$ cat config.mk
export PLATFORM = sky130hd
export DESIGN_NAME = ripple_carry_24_bit
export DESIGN_NICKNAME = d
export VERILOG_FILES = /design/src/rtl/fp_pkg.sv /design/src/rtl/full_adder.sv /design/src/rtl/ripple_carry_24_bit.sv
export SDC_FILE = /design/constraint.sdc
export NUM_CORES = 1
export LEC_CHECK = 0
export BUFFER_PORTS_ARGS = -buffer_cell sky130_fd_sc_hd__buf_2
export CAP_MARGIN = 10
export CORE_MARGIN = 2
export CORE_UTILIZATION = 41
export CTS_BUF_LIST = sky130_fd_sc_hd__clkbuf_16
export CTS_CLUSTER_SIZE = 24
export DETAILED_ROUTE_END_ITERATION = 10
export HOLD_SLACK_MARGIN = 0.06
export PLACE_DENSITY = 0.79
export SLEW_MARGIN = 25
export SYNTH_ARGS = -nofsm -noshare
export SYNTH_HDL_FRONTEND = slang
export SYNTH_HIERARCHICAL = 1
export SYNTH_SLANG_ARGS = --single-unit
$ cat constraint.sdc
create_clock -name clk -period 0.8 [get_ports clk]
set_input_delay 0.16 -clock clk [delete_from_list [all_inputs] [get_ports clk]]
set_output_delay 0.16 -clock clk [all_outputs]
set_load 0.005 [all_outputs]
$ cat src/rtl/fp_pkg.sv
// Shared definitions for the floating-point mantissa datapath.
// MANT_W covers the hidden bit plus the 23-bit fraction.
package fp_pkg;

    localparam int MANT_W = 24;

    typedef logic [MANT_W-1:0] mant_t;

endpackage

$ cat src/rtl/full_adder.sv
// Single-bit full adder cell; purely combinational.
module full_adder (
    input  logic a,
    input  logic b,
    input  logic cin,
    output logic s,
    output logic cout
);

    logic p;

    assign p    = a ^ b;
    assign s    = p ^ cin;
    assign cout = (a & b) | (cin & p);

endmodule

$ cat src/rtl/ripple_carry_24_bit.sv
// Registered ripple-carry adder used as the mantissa adder: {cout,sum} = a + b + cin.
// The carry ripples through WIDTH full_adder cells; results appear one cycle after in_valid.
module ripple_carry_24_bit
    import fp_pkg::*;
#(
    parameter int WIDTH = MANT_W
) (
    input  logic             clk,
    input  logic             rst_n,
    input  logic             in_valid,
    input  logic [WIDTH-1:0] a,
    input  logic [WIDTH-1:0] b,
    input  logic             cin,
    output logic [WIDTH-1:0] sum,
    output logic             cout,
    output logic             out_valid
);

    logic [WIDTH:0]   c;
    logic [WIDTH-1:0] s;

    logic [WIDTH-1:0] sum_p1;
    logic             cout_p1;
    logic             vld_p1;

    assign c[0] = cin;

    for (genvar i = 0; i < WIDTH; i++) begin : g_chain
        full_adder u_fa (
            .a    (a[i]),
            .b    (b[i]),
            .cin  (c[i]),
            .s    (s[i]),
            .cout (c[i+1])
        );
    end

    // ---- stage p0 -> p1: capture the rippled result; sum/cout hold while idle
    always_ff @(posedge clk or negedge rst_n) begin
        if (!rst_n) begin
            sum_p1  <= '0;
            cout_p1 <= 1'b0;
            vld_p1  <= 1'b0;
        end else begin
            vld_p1 <= in_valid;
            if (in_valid) begin
                sum_p1  <= s;
                cout_p1 <= c[WIDTH];
            end
        end
    end

    assign sum       = sum_p1;
    assign cout      = cout_p1;
    assign out_valid = vld_p1;

endmodule

==> After elaboration in Yosys (flattened, before gate mapping) <==
Cells that the tools add are included.
{ "totals": {"elab_cells": 123, "inputBits": 52, "reg_bits": 26, "output_inout_bits": 26} }
{ "op_classes": {"bitwise": 120} }
{ "ops": {"columns": ["operator", "n"], "rows": [
  ["$and A1 B1 Y1", 48],
  ["$xor A1 B1 Y1", 48],
  ["$or A1 B1 Y1", 24]
]} }

==> Longest topological paths before layout <==
Gate-level depths: netlist (run 1).
{ "logic_depth": {"ltp_word": 49, "depth_mapped": 25, "depth_no_buf": 25} }

==> Modules after synthesis <==
Netlist (run 1), hierarchy kept.
{ "modules_own_cells": {"columns": ["module", "seq_area_each_um2", "n_inst", "cells_each", "area_each_um2"], "rows": [
  ["ripple_carry_24_bit", 650.6, 1, 54, 1058.5],
  ["full_adder", 0.0, 24, 1, 20.0]
]} }

==> Worst setup path before layout (run 1) <==
No wires, ideal clock.
{ "synth_path": {"kind": "input to register", "startpoint": "input a[0]", "endpoint": "register sum_p1[23] (netlist: sum[23])", "required_time_ns": 0.675, "arrival_ns": 9.607, "n_path_buf": 0, "slack_ns": -8.931, "stages": 25, "setup_ns": 0.125, "path_cell_list": "fa_1 > fa_1 > fa_1 > fa_1 > fa_1 > fa_1 > fa_1 > fa_1 > fa_1 > fa_1 > fa_1 > fa_1 > fa_1 > fa_1 > fa_1 > fa_1 > fa_1 > fa_1 > fa_1 > fa_1 > fa_1 > fa_1 > fa_1 > fa_1 > mux2_2"} }
{ "synth_between": {"elab_chain_cells": 48, "word_cells_on_any_way": 49, "cone_classes": "bitwise (49)"} }
{ "synth_lines": {"columns": ["item", "line_no", "text"], "rows": [
  ["start, declared", "ripple_carry_24_bit.sv:11", "input logic [WIDTH-1:0] a,"],
  ["$xor A1 B1 Y1", "full_adder.sv:12", "assign p = a ^ b;"],
  ["$and A1 B1 Y1", "full_adder.sv:14", "assign cout = (a & b) | (cin & p);"],
  ["$or A1 B1 Y1 *", "full_adder.sv:14", null],
  ["$and A1 B1 Y1 *", "full_adder.sv:14", null],
  ["$or A1 B1 Y1 *", "full_adder.sv:14", null],
  ["via c[2]", "ripple_carry_24_bit.sv:19", "logic [WIDTH:0] c;"],
  ["$and A1 B1 Y1 *", "full_adder.sv:14", null],
  ["$or A1 B1 Y1 *", "full_adder.sv:14", null],
  ["via c[3]", "ripple_carry_24_bit.sv:19", null],
  ["[2 not listed]", null, null],
  ["via c[4]", "ripple_carry_24_bit.sv:19", null],
  ["[2 not listed]", null, null],
  ["via c[5]", "ripple_carry_24_bit.sv:19", null],
  ["[2 not listed]", null, null],
  ["via c[6]", "ripple_carry_24_bit.sv:19", null],
  ["[2 not listed]", null, null],
  ["via c[7]", "ripple_carry_24_bit.sv:19", null],
  ["[2 not listed]", null, null],
  ["via c[8]", "ripple_carry_24_bit.sv:19", null],
  ["[2 not listed]", null, null],
  ["via c[9]", "ripple_carry_24_bit.sv:19", null],
  ["[2 not listed]", null, null],
  ["via c[10]", "ripple_carry_24_bit.sv:19", null],
  ["[2 not listed]", null, null],
  ["via c[11]", "ripple_carry_24_bit.sv:19", null],
  ["[2 not listed]", null, null],
  ["via c[12]", "ripple_carry_24_bit.sv:19", null],
  ["[2 not listed]", null, null],
  ["via c[13]", "ripple_carry_24_bit.sv:19", null],
  ["[2 not listed]", null, null],
  ["via c[14]", "ripple_carry_24_bit.sv:19", null],
  ["[2 not listed]", null, null],
  ["via c[15]", "ripple_carry_24_bit.sv:19", null],
  ["[2 not listed]", null, null],
  ["via c[16]", "ripple_carry_24_bit.sv:19", null],
  ["[2 not listed]", null, null],
  ["via c[17]", "ripple_carry_24_bit.sv:19", null],
  ["[2 not listed]", null, null],
  ["via c[18]", "ripple_carry_24_bit.sv:19", null],
  ["[2 not listed]", null, null],
  ["via c[19]", "ripple_carry_24_bit.sv:19", null],
  ["[2 not listed]", null, null],
  ["via c[20]", "ripple_carry_24_bit.sv:19", null],
  ["[2 not listed]", null, null],
  ["via c[21]", "ripple_carry_24_bit.sv:19", null],
  ["$and A1 B1 Y1 *", "full_adder.sv:14", null],
  ["$or A1 B1 Y1 *", "full_adder.sv:14", null],
  ["via c[22]", "ripple_carry_24_bit.sv:19", null],
  ["$and A1 B1 Y1 *", "full_adder.sv:14", null],
  ["$or A1 B1 Y1 *", "full_adder.sv:14", null],
  ["via c[23]", "ripple_carry_24_bit.sv:19", null],
  ["$xor A1 B1 Y1 *", "full_adder.sv:13", "assign s = p ^ cin;"],
  ["via s[23]", "ripple_carry_24_bit.sv:20", "logic [WIDTH-1:0] s;"],
  ["end signal, assigned", "ripple_carry_24_bit.sv:47", "sum_p1 <= s;"],
  ["end, declared", "ripple_carry_24_bit.sv:22", "logic [WIDTH-1:0] sum_p1;"]
]} }
The timed path passes the listed nets; every way through them passes the cells marked *.
A chain may end at the register's enable or synchronous reset.

==> Worst setup path in the final report (run 1) <==
{ "layout_path": {"startpoint": "input a[0]", "endpoint": "register sum_p1[23] (netlist: sum[23])"} }
{ "layout_between": {"elab_chain_cells": 48, "word_cells_on_any_way": 49, "cone_classes": "bitwise (49)"} }
{ "layout_lines": {"columns": ["item", "line_no"], "rows": [
  ["$xor A1 B1 Y1", "full_adder.sv:12"],
  ["$and A1 B1 Y1", "full_adder.sv:14"],
  ["$or A1 B1 Y1 *", "full_adder.sv:14"],
  ["via c[1]", "ripple_carry_24_bit.sv:19"],
  ["$and A1 B1 Y1 *", "full_adder.sv:14"],
  ["$or A1 B1 Y1 *", "full_adder.sv:14"],
  ["via c[2]", "ripple_carry_24_bit.sv:19"],
  ["$and A1 B1 Y1 *", "full_adder.sv:14"],
  ["[1 not listed]", null],
  ["via c[3]", "ripple_carry_24_bit.sv:19"],
  ["[2 not listed]", null],
  ["via c[4]", "ripple_carry_24_bit.sv:19"],
  ["[2 not listed]", null],
  ["via c[5]", "ripple_carry_24_bit.sv:19"],
  ["[2 not listed]", null],
  ["via c[6]", "ripple_carry_24_bit.sv:19"],
  ["[2 not listed]", null],
  ["via c[7]", "ripple_carry_24_bit.sv:19"],
  ["[2 not listed]", null],
  ["via c[8]", "ripple_carry_24_bit.sv:19"],
  ["[2 not listed]", null],
  ["via c[9]", "ripple_carry_24_bit.sv:19"],
  ["[2 not listed]", null],
  ["via c[10]", "ripple_carry_24_bit.sv:19"],
  ["[2 not listed]", null],
  ["via c[11]", "ripple_carry_24_bit.sv:19"],
  ["[2 not listed]", null],
  ["via c[12]", "ripple_carry_24_bit.sv:19"],
  ["[2 not listed]", null],
  ["via c[13]", "ripple_carry_24_bit.sv:19"],
  ["[2 not listed]", null],
  ["via c[14]", "ripple_carry_24_bit.sv:19"],
  ["[2 not listed]", null],
  ["via c[15]", "ripple_carry_24_bit.sv:19"],
  ["[2 not listed]", null],
  ["via c[16]", "ripple_carry_24_bit.sv:19"],
  ["[2 not listed]", null],
  ["via c[17]", "ripple_carry_24_bit.sv:19"],
  ["[2 not listed]", null],
  ["via c[18]", "ripple_carry_24_bit.sv:19"],
  ["[2 not listed]", null],
  ["via c[19]", "ripple_carry_24_bit.sv:19"],
  ["[2 not listed]", null],
  ["via c[20]", "ripple_carry_24_bit.sv:19"],
  ["[2 not listed]", null],
  ["via c[21]", "ripple_carry_24_bit.sv:19"],
  ["$and A1 B1 Y1 *", "full_adder.sv:14"],
  ["$or A1 B1 Y1 *", "full_adder.sv:14"],
  ["via c[22]", "ripple_carry_24_bit.sv:19"],
  ["$and A1 B1 Y1 *", "full_adder.sv:14"],
  ["$or A1 B1 Y1 *", "full_adder.sv:14"],
  ["via c[23]", "ripple_carry_24_bit.sv:19"],
  ["$xor A1 B1 Y1 *", "full_adder.sv:13"],
  ["via s[23]", "ripple_carry_24_bit.sv:20"]
]} }
Marks and branches as above.

==> flow_metrics.py, run 1 <==
metrics = {
    "status": {
        "outcome": "complete, but fails checks",
        "violations": "setup timing",
    },
    "critical_path": {
        "slowest_delay_ns": 0.42,
        "critPathBufInv": 1,
        "required_ns": 0.95,
        "crit_fanout": 1,
        "critPathTopFamily": "adder cells",
        "r2r_slack_ns": -0.09,
        "endpoint_kind": "flip-flop",
        "worst_path_most_repeated_cell": "fa_2",
        "cp_slowest_cell": "fa_2",
        "startpoint_type": "primary input",
        "arrival_ns": 9.08,
        "critPathKind": "primary input to flip-flop",
    },
    "cts": {
        "cts_tree": "done",
        "clk_latency_ns": 0.26,
        "clk_pin_slew_ns": 0.06,
        "htreeDepth": 1,
        "clock_sinks": 26,
        "clockBufferDepth": 2,
        "cts-root-buf": "clkbuf_16",
        "numCtsBuffers": 3,
    },
    "final_layout": {
        "fin_area_um2": 2290,
        "drive_gt1_share_pct": 84.7,
        "final_util_pct": 62.9,
        "n_antenna_cell": 0,
        "layout.nets": 255,
        "final_cells": 225,
        "syn2layout_area_growth_pct": 48.5,
    },
    "sta": {
        "slew_headroom_pct": 90.2,
        "period_needed_ns": 8.93,
        "rsz0062_at_grt": "true",
        "finalHoldViolations": 0,
        "tns_ns": -109.06,
        "drv_slew": 0,
        "setup_viol_count_final": 51,
        "fin_crit_sh_pct": 1120,
        "worst_pin_slew_ns": 0.147,
        "fmax_mhz": 112,
        "finClkSkew_ns": 0,
        "hold_ws_ns": 0.0895,
        "finalWorstSetupSlack_ns": -8.13,
    },
    "power": {
        "intPower_mw": 3.46,
        "peakVddDrop_mv": 1.02,
        "p_clk_share_pct": 23.4,
        "power.density_nw_per_um2": 2040,
        "p_leak_nw": 1.12,
        "p_switching_mw": 1.21,
        "power_mw": 4.66,
        "sw_frac_of_total_pct": 25.9,
        "seqPwrFrac_pct": 38.3,
        "p_comb_share_pct": 38.4,
    },
    "grt": {
        "grt_max_degree": 27,
        "top_usage_layer": "met2",
        "overflow": 0,
        "antenna_found_initial": 0,
        "grt_usage_pct": 17.9,
        "grt_first_pass_wirelength_um": 5540,
        "use_met1_pct": 18.7,
        "grt_pass1_vias": 1174,
        "met3_usage_pct": 2.23,
        "gr-usage-met2_pct": 35.8,
    },
    "route": {
        "vias": 1030,
        "wire_per_inst_um": 15.7,
        "ant_nets": 0,
        "drtPass1Iterations": 4,
        "drc": 0,
        "avgViaCountPerCell": 4.58,
        "wl_um": 3530,
        "detail_route.iter0.violations": 29,
    },
    "logic_synthesis": {
        "syn_nets": 154,
        "synthDistinctLibCells": 6,
        "avgSynthCellArea_um2": 19.7,
        "ys.warnings.count": 6,
        "syn_area_um2": 1540,
        "syn_inst": 78,
        "seq_area_frac_synth_pct": 42.3,
        "ys_ff_latch": 26,
    },
    "placement": {
        "dp.cells": 203,
        "gp_congestion": 0.702,
        "pre_cts_slack_ns": -8.45,
        "placed_area_um2": 2040,
        "io_buffers": 77,
        "dp_hpwl_um": 2680,
    },
    "run": {
        "maxCapViolCount": 0,
    },
    "hold_path": {
        "hp-class": "primary input to flip-flop",
    },
    "die": {
        "die_width_um": 65.3,
        "die_area_um2": 4260,
        "num_rows": 22,
        "pin_count": 78,
        "fp.coreArea_um2": 3630,
        "start_util_pct": 42.4,
        "die_height_um": 65.3,
    },
}
## worst reg2reg max path, delay by kind of cell, from the launching register on
kind,cells,cell delay (ns)
DFF,1,0.39
muxes,1,0.26
buffers and inverters,1,0.13
## layer usage
| metal | wire, um | vias up |
|---|---|---|
| met1 | 1240 | 520 |
| met4 | 27 | 0 |
| met2 | 2070 | 50 |
| li1 | - | 458 |
| met5 | 0 | - |
| met3 | 192 | 2 |
## registers in the layout, summed over array words and instances (netlist names)
signal,count
cout,1
out_valid,1
sum,24
## synth_stat cells, drive strengths merged
master / n / area share [%]
buf: 3 / 3.3
dfrtp: 26 / 42
fa: 24 / 31
mux2: 25 / 23
## power by group through the flow
| stage | clock, mW | sequential (mW) | combinational, mW |
|---|---|---|---|
| 4_1_cts | 1.11 | 1.78 | 1.74 |
| 6_report | 1.09 | 1.78 | 1.79 |
| 5_1_grt | 1.17 | 1.81 | 1.97 |
| 2_1_floorplan | 0 | 1.83 | 0.708 |
| 3_5_place_dp | 0 | 1.82 | 1.42 |
| 3_3_place_gp | 0 | 1.79 | 1.33 |
## cell type report
type / instances / area (um^2)
clock buffer: 3 / 75.1
fill: 290 / 1350
multi-input combinational: 49 / 912
sequential: 26 / 651
tap: 48 / 60.1
timing repair buffer: 99 / 588
## cell families (layout without fill, tap and decap cells)
family	count (synthesis)	after routing	synth area share, %
buffers and inverters	3	102	3.33
adders and majority gates	24	24	31.2
DFF	26	26	42.3
muxes	25	25	23.2
## cells in the final DEF (no fill, tap or decap)
cell type / count
buf_12: 2
fa_2: 24
dfrtp_1: 26
mux2_4: 24
mux2_2: 1
buf_6: 2
buf_4: 18
dlygate4sd3_1: 1
clkbuf_16: 3
buf_2: 76
## final timing paths
path / startpoint / to / depth (start not counted)
setup / recovery: a[0] / sum[23]$_DFFE_PN0P_ / 26
hold / removal: in_valid / out_valid$_DFF_PN0_ / 1
setup reg to reg: sum[21]$_DFFE_PN0P_ / sum[21]$_DFFE_PN0P_ / 2
hold reg to reg: sum[7]$_DFFE_PN0P_ / sum[7]$_DFFE_PN0P_ / 1
max in group asynchronous: rst_n / sum[11]$_DFFE_PN0P_ / 3
min in group asynchronous: rst_n / sum[2]$_DFFE_PN0P_ / 3
## timing repair
action                                  in CTS  in global routing
hold endpoints to repair                    26                  0
setup buffers                               14                  4
hold buffers                                 1                  0
resized for setup                            5                  1
endpoints found under the setup margin      51                 51
(Power assumes the default switching activity.)
==> run 2: changes to the inputs <==
--- a/config.mk
+++ b/config.mk
@@ -13,6 +13,7 @@
 export CTS_CLUSTER_SIZE = 24
 export DETAILED_ROUTE_END_ITERATION = 10
 export HOLD_SLACK_MARGIN = 0.06
+export MAX_ROUTING_LAYER = met4
 export PLACE_DENSITY = 0.79
 export SLEW_MARGIN = 25
 export SYNTH_ARGS = -nofsm -noshare
==> flow_metrics.py, run 2 (same netlist as run 1, synthesis figures left out) <==
metrics = {
    "route": {
        "ant_nets": 0,
        "drc": 0,
        "wire_per_inst_um": 15.6,
        "detail_route.iter0.violations": 14,
        "drtPass1Iterations": 4,
        "wl_um": 3510,
        "vias": 1032,
        "avgViaCountPerCell": 4.59,
    },
    "cts": {
        "clockBufferDepth": 2,
        "clock_sinks": 26,
        "numCtsBuffers": 3,
        "clk_latency_ns": 0.26,
        "cts_tree": "done",
        "htreeDepth": 1,
        "cts-root-buf": "clkbuf_16",
        "clk_pin_slew_ns": 0.07,
    },
    "critical_path": {
        "arrival_ns": 9.08,
        "rr_worst_depth": 2,
        "startpoint_type": "primary input",
        "cp_slowest_cell": "fa_2",
        "critPathBufInv": 1,
        "required_ns": 0.95,
        "slowest_delay_ns": 0.42,
        "endpoint_kind": "flip-flop",
        "critPathKind": "primary input to flip-flop",
        "r2r_slack_ns": -0.09,
        "crit_fanout": 1,
        "worst_path_most_repeated_cell": "fa_2",
        "timing.rr.start": "sum[21]$_DFFE_PN0P_",
        "worst_r2r_endpoint": "sum[21]$_DFFE_PN0P_",
        "critPathTopFamily": "adder cells",
    },
    "power": {
        "p_leak_nw": 1.12,
        "power.density_nw_per_um2": 2040,
        "peakVddDrop_mv": 1.02,
        "power_mw": 4.67,
    },
    "die": {
        "die_height_um": 65.3,
        "num_rows": 22,
        "start_util_pct": 42.4,
        "die_area_um2": 4260,
        "fp.coreArea_um2": 3630,
        "pin_count": 78,
        "die_width_um": 65.3,
    },
    "grt": {
        "antenna_found_initial": 0,
        "grt_usage_pct": 18.3,
        "grt_pass1_vias": 1180,
        "overflow": 0,
        "grt_first_pass_wirelength_um": 5540,
        "grt_max_degree": 27,
    },
    "sta": {
        "finalWorstSetupSlack_ns": -8.13,
        "drv_slew": 0,
        "slew_headroom_pct": 90.0,
        "rsz0062_at_grt": "true",
        "fin_crit_sh_pct": 1120,
        "tns_ns": -109.02,
        "fmax_mhz": 112,
        "finalHoldViolations": 0,
        "worst_pin_slew_ns": 0.149,
        "setup_viol_count_final": 51,
        "finClkSkew_ns": 0,
        "period_needed_ns": 8.93,
    },
    "hold_path": {
        "hold-path-endpoint": "out_valid$_DFF_PN0_",
        "min_path_cells": 1,
        "hold_start": "in_valid",
        "hp-class": "primary input to flip-flop",
    },
    "run": {
        "maxCapViolCount": 0,
    },
    "final_layout": {
        "largest_register_ffs": 24,
        "layout.nets": 255,
        "layout_common_cells": "buf_2 (76), dfrtp_1 (26), mux2_4 (24), fa_2 (24), buf_4 (18)",
        "n_antenna_cell": 0,
        "syn2layout_area_growth_pct": 48.5,
        "layout_commonest_cell": "buf_2",
        "drive_gt1_share_pct": 84.7,
    },
    "placement": {
        "gp_congestion": 0.709,
        "pre_cts_slack_ns": -8.45,
        "io_buffers": 77,
        "dp_hpwl_um": 2680,
    },
    "status": {
        "violations": "setup timing",
        "outcome": "complete, but fails checks",
    },
}
[run 2: cell counts in the layout (fill, tap and decap cells not counted)]
Identical to the previous run, type by type.
[run 2: cell type report]
class	instances	area, um^2
clock buffer	3	75.1
tap	48	60.1
sequential	26	651
timing repair buffer	99	588
multi-input combinational	49	912
fill	290	1350
[run 2: what timing repair did]
item | in CTS | in global routing
endpoints found under the hold margin | 26 | 0
buffers inserted | 14 | 4
endpoints found under the setup margin | 51 | 51
resized for setup | 5 | 1
hold buffers | 1 | 0
[run 2: worst max-delay path by stage]
| stage | from | end | cells past startpoint |
|---|---|---|---|
| 6_report | a[0] | sum[23]$_DFFE_PN0P_ | 26 |
| 5_1_grt | a[0] | sum[23]$_DFFE_PN0P_ | 26 |
| 4_1_cts | a[0] | sum[23]$_DFFE_PN0P_ | 26 |
| 3_5_place_dp | a[0] | sum[23]$_DFFE_PN0P_ | 26 |
| 3_3_place_gp | a[0] | sum[23]$_DFFE_PN0P_ | 26 |
| 2_1_floorplan | a[0] | sum[23]$_DFFE_PN0P_ | 25 |
[run 2: where the power goes]
part	internal (mW)	switching (mW)	leakage, nW
clock	0.662	0.430	0.0370
combinational	1.17	0.621	0.778
sequential	1.62	0.158	0.304
[run 2: worst register-to-register path: cells and delay by family, from the launching register on]
| family | cells | cell delay [ns] |
|---|---|---|
| flops | 1 | 0.39 |
| mux | 1 | 0.26 |
| buf+inv | 1 | 0.13 |
[run 2: layer usage]
layer	routed length (um)	up-vias	global-route usage, %
li1	-	457	-
met1	1220	527	18.7
met2	2080	46	36.0
met3	188	2	2.05
met4	27	0	6.25
met5	0	-	-
[run 2: metrics by stage]
stage / std cells / util [%] / hold slack, ns / instance area, um^2
6_report: 225 / 62.9 / 0.0889 / 2290
3_3_place_gp: 203 / 56.2 / 0.111 / 2040
4_1_cts: 221 / 62.0 / 0.0894 / 2250
2_1_floorplan: 78 / - / -0.136 / 1600
5_1_grt: 225 / 62.9 / 0.0884 / 2290
3_5_place_dp: 203 / 56.2 / 0.121 / 2040
==> run 3: changes to the inputs <==
--- a/config.mk
+++ b/config.mk
@@ -14,7 +14,7 @@
 export DETAILED_ROUTE_END_ITERATION = 10
 export HOLD_SLACK_MARGIN = 0.06
 export MAX_ROUTING_LAYER = met4
-export PLACE_DENSITY = 0.79
+export PLACE_DENSITY = 0.78
 export SLEW_MARGIN = 25
 export SYNTH_ARGS = -nofsm -noshare
 export SYNTH_HDL_FRONTEND = slang
==> flow_metrics.py, run 3 (same netlist as run 1, synthesis figures left out) <==
metrics = {
    "grt": {
        "grt_first_pass_wirelength_um": 5310,
        "grt_usage_pct": 16.9,
        "grt_max_degree": 27,
        "grt_pass1_vias": 1203,
        "overflow": 0,
        "antenna_found_initial": 0,
    },
    "sta": {
        "fmax_mhz": 112,
        "finalHoldViolations": 0,
        "finalWorstSetupSlack_ns": -8.13,
        "rsz0062_at_grt": "true",
        "slew_headroom_pct": 86.1,
        "finClkSkew_ns": 0,
        "fin_crit_sh_pct": 1120,
        "setup_viol_count_final": 51,
        "worst_pin_slew_ns": 0.208,
        "drv_slew": 0,
        "period_needed_ns": 8.93,
    },
    "final_layout": {
        "n_antenna_cell": 0,
        "multi_input_area_um2": 912,
        "regArea_um2": 651,
        "drive_gt1_share_pct": 84.7,
        "layout_commonest_cell": "buf_2",
        "final_cells": 225,
        "layout_common_cells": "buf_2 (76), dfrtp_1 (26), mux2_4 (24), fa_2 (24), buf_4 (17)",
        "syn2layout_area_growth_pct": 49.3,
        "largest_register_ffs": 24,
        "final_util_pct": 63.3,
        "fill_cells": 291,
        "layout.nets": 255,
    },
    "cts": {
        "clk_pin_slew_ns": 0.06,
        "cts-root-buf": "clkbuf_16",
        "clock_sinks": 26,
        "cts_tree": "done",
        "numCtsBuffers": 3,
        "htreeDepth": 1,
        "clk_latency_ns": 0.25,
        "clockBufferDepth": 2,
    },
    "critical_path": {
        "critPathBufInv": 1,
        "arrival_ns": 9.07,
        "endpoint_kind": "flip-flop",
        "critPathKind": "primary input to flip-flop",
        "worst_r2r_endpoint": "sum[19]$_DFFE_PN0P_",
        "rr_worst_depth": 2,
        "slowest_delay_ns": 0.41,
        "crit_fanout": 1,
        "worst_path_most_repeated_cell": "fa_2",
        "timing.rr.start": "sum[19]$_DFFE_PN0P_",
        "startpoint_type": "primary input",
        "cp_slowest_cell": "fa_2",
        "cp-startpoint": "a[0]",
        "r2r_slack_ns": -0.11,
        "critPathTopFamily": "adder cells",
        "required_ns": 0.94,
    },
    "die": {
        "start_util_pct": 42.4,
        "die_area_um2": 4260,
        "pin_count": 78,
        "num_rows": 22,
        "die_width_um": 65.3,
        "fp.coreArea_um2": 3630,
        "die_height_um": 65.3,
    },
    "hold_path": {
        "hold-path-endpoint": "out_valid$_DFF_PN0_",
        "hp-class": "primary input to flip-flop",
        "min_path_cells": 2,
        "hold_start": "in_valid",
    },
    "route": {
        "ant_nets": 0,
        "detail_route.iter0.violations": 55,
        "drc": 0,
        "avgViaCountPerCell": 4.48,
        "drtPass1Iterations": 4,
        "wl_um": 3390,
        "vias": 1009,
        "wire_per_inst_um": 15.0,
    },
    "power": {
        "power_mw": 4.66,
        "power.density_nw_per_um2": 2030,
        "peakVddDrop_mv": 0.876,
        "p_leak_nw": 1.12,
    },
    "status": {
        "violations": "setup timing",
        "outcome": "complete, but fails checks",
    },
    "run": {
        "maxCapViolCount": 0,
    },
    "placement": {
        "io_buffers": 77,
        "gp_congestion": 0.703,
        "dp.cells": 203,
        "dp_hpwl_um": 2610,
    },
}
[run 3: per-stage QoR]
| step | cell area, um^2 | hold slack [ns] | TNS [ns] | worst slack (ns) |
|---|---|---|---|---|
| CTS | 2280 | 0.307 | -109.36 | -8.14 |
| finish | 2300 | 0.309 | -109.18 | -8.13 |
| floorplan | 1600 | -0.136 | -106.25 | -8.00 |
| detailed placement | 2050 | 0.112 | -113.10 | -8.41 |
| global placement | 2050 | 0.111 | -111.88 | -8.32 |
| global route | 2300 | 0.312 | -111.86 | -8.29 |
[run 3: where the power goes]
| part | switching, mW | total [mW] | leakage, nW | internal (mW) |
|---|---|---|---|---|
| clock | 0.399 | 1.06 | 0.0370 | 0.660 |
| combinational | 0.630 | 1.81 | 0.782 | 1.18 |
| sequential | 0.161 | 1.79 | 0.304 | 1.63 |
[run 3: worst reg2reg max path, stage by stage, from the launching register on]
cell,delay [ns]
dfrtp_1,0.39
buf_4,0.14
mux2_4,0.27
[run 3: layout make-up]
class	instances	area share, %
multi-input combinational	49	39.7
sequential	26	28.3
timing repair buffer	99	26.1
clock buffer	3	3.27
tap	48	2.61
[run 3: repair_timing]
action                                  CTS  global route
hold buffers                              1             0
resized for setup                         5             1
endpoints found under the setup margin   51            51
hold endpoints to repair                 26             0
setup buffers                            16             2
[run 3: layer usage]
layer | routed length, um | global-route usage [%] | vias up
met3 | 196 | 2.40 | 2
li1 | - | - | 458
met2 | 1860 | 30.9 | 48
met4 | 27 | 4.95 | 0
met5 | 0 | - | -
met1 | 1300 | 19.2 | 501
[run 3: worst max-delay path by stage]
stage / end / slack, ns / depth (start not counted)
floorplan: sum[23]$_DFFE_PN0P_ / -8.00 / 25
global placement: sum[23]$_DFFE_PN0P_ / -8.32 / 26
detailed placement: sum[23]$_DFFE_PN0P_ / -8.41 / 26
CTS: sum[23]$_DFFE_PN0P_ / -8.14 / 26
global route: sum[23]$_DFFE_PN0P_ / -8.29 / 26
finish: sum[23]$_DFFE_PN0P_ / -8.13 / 26
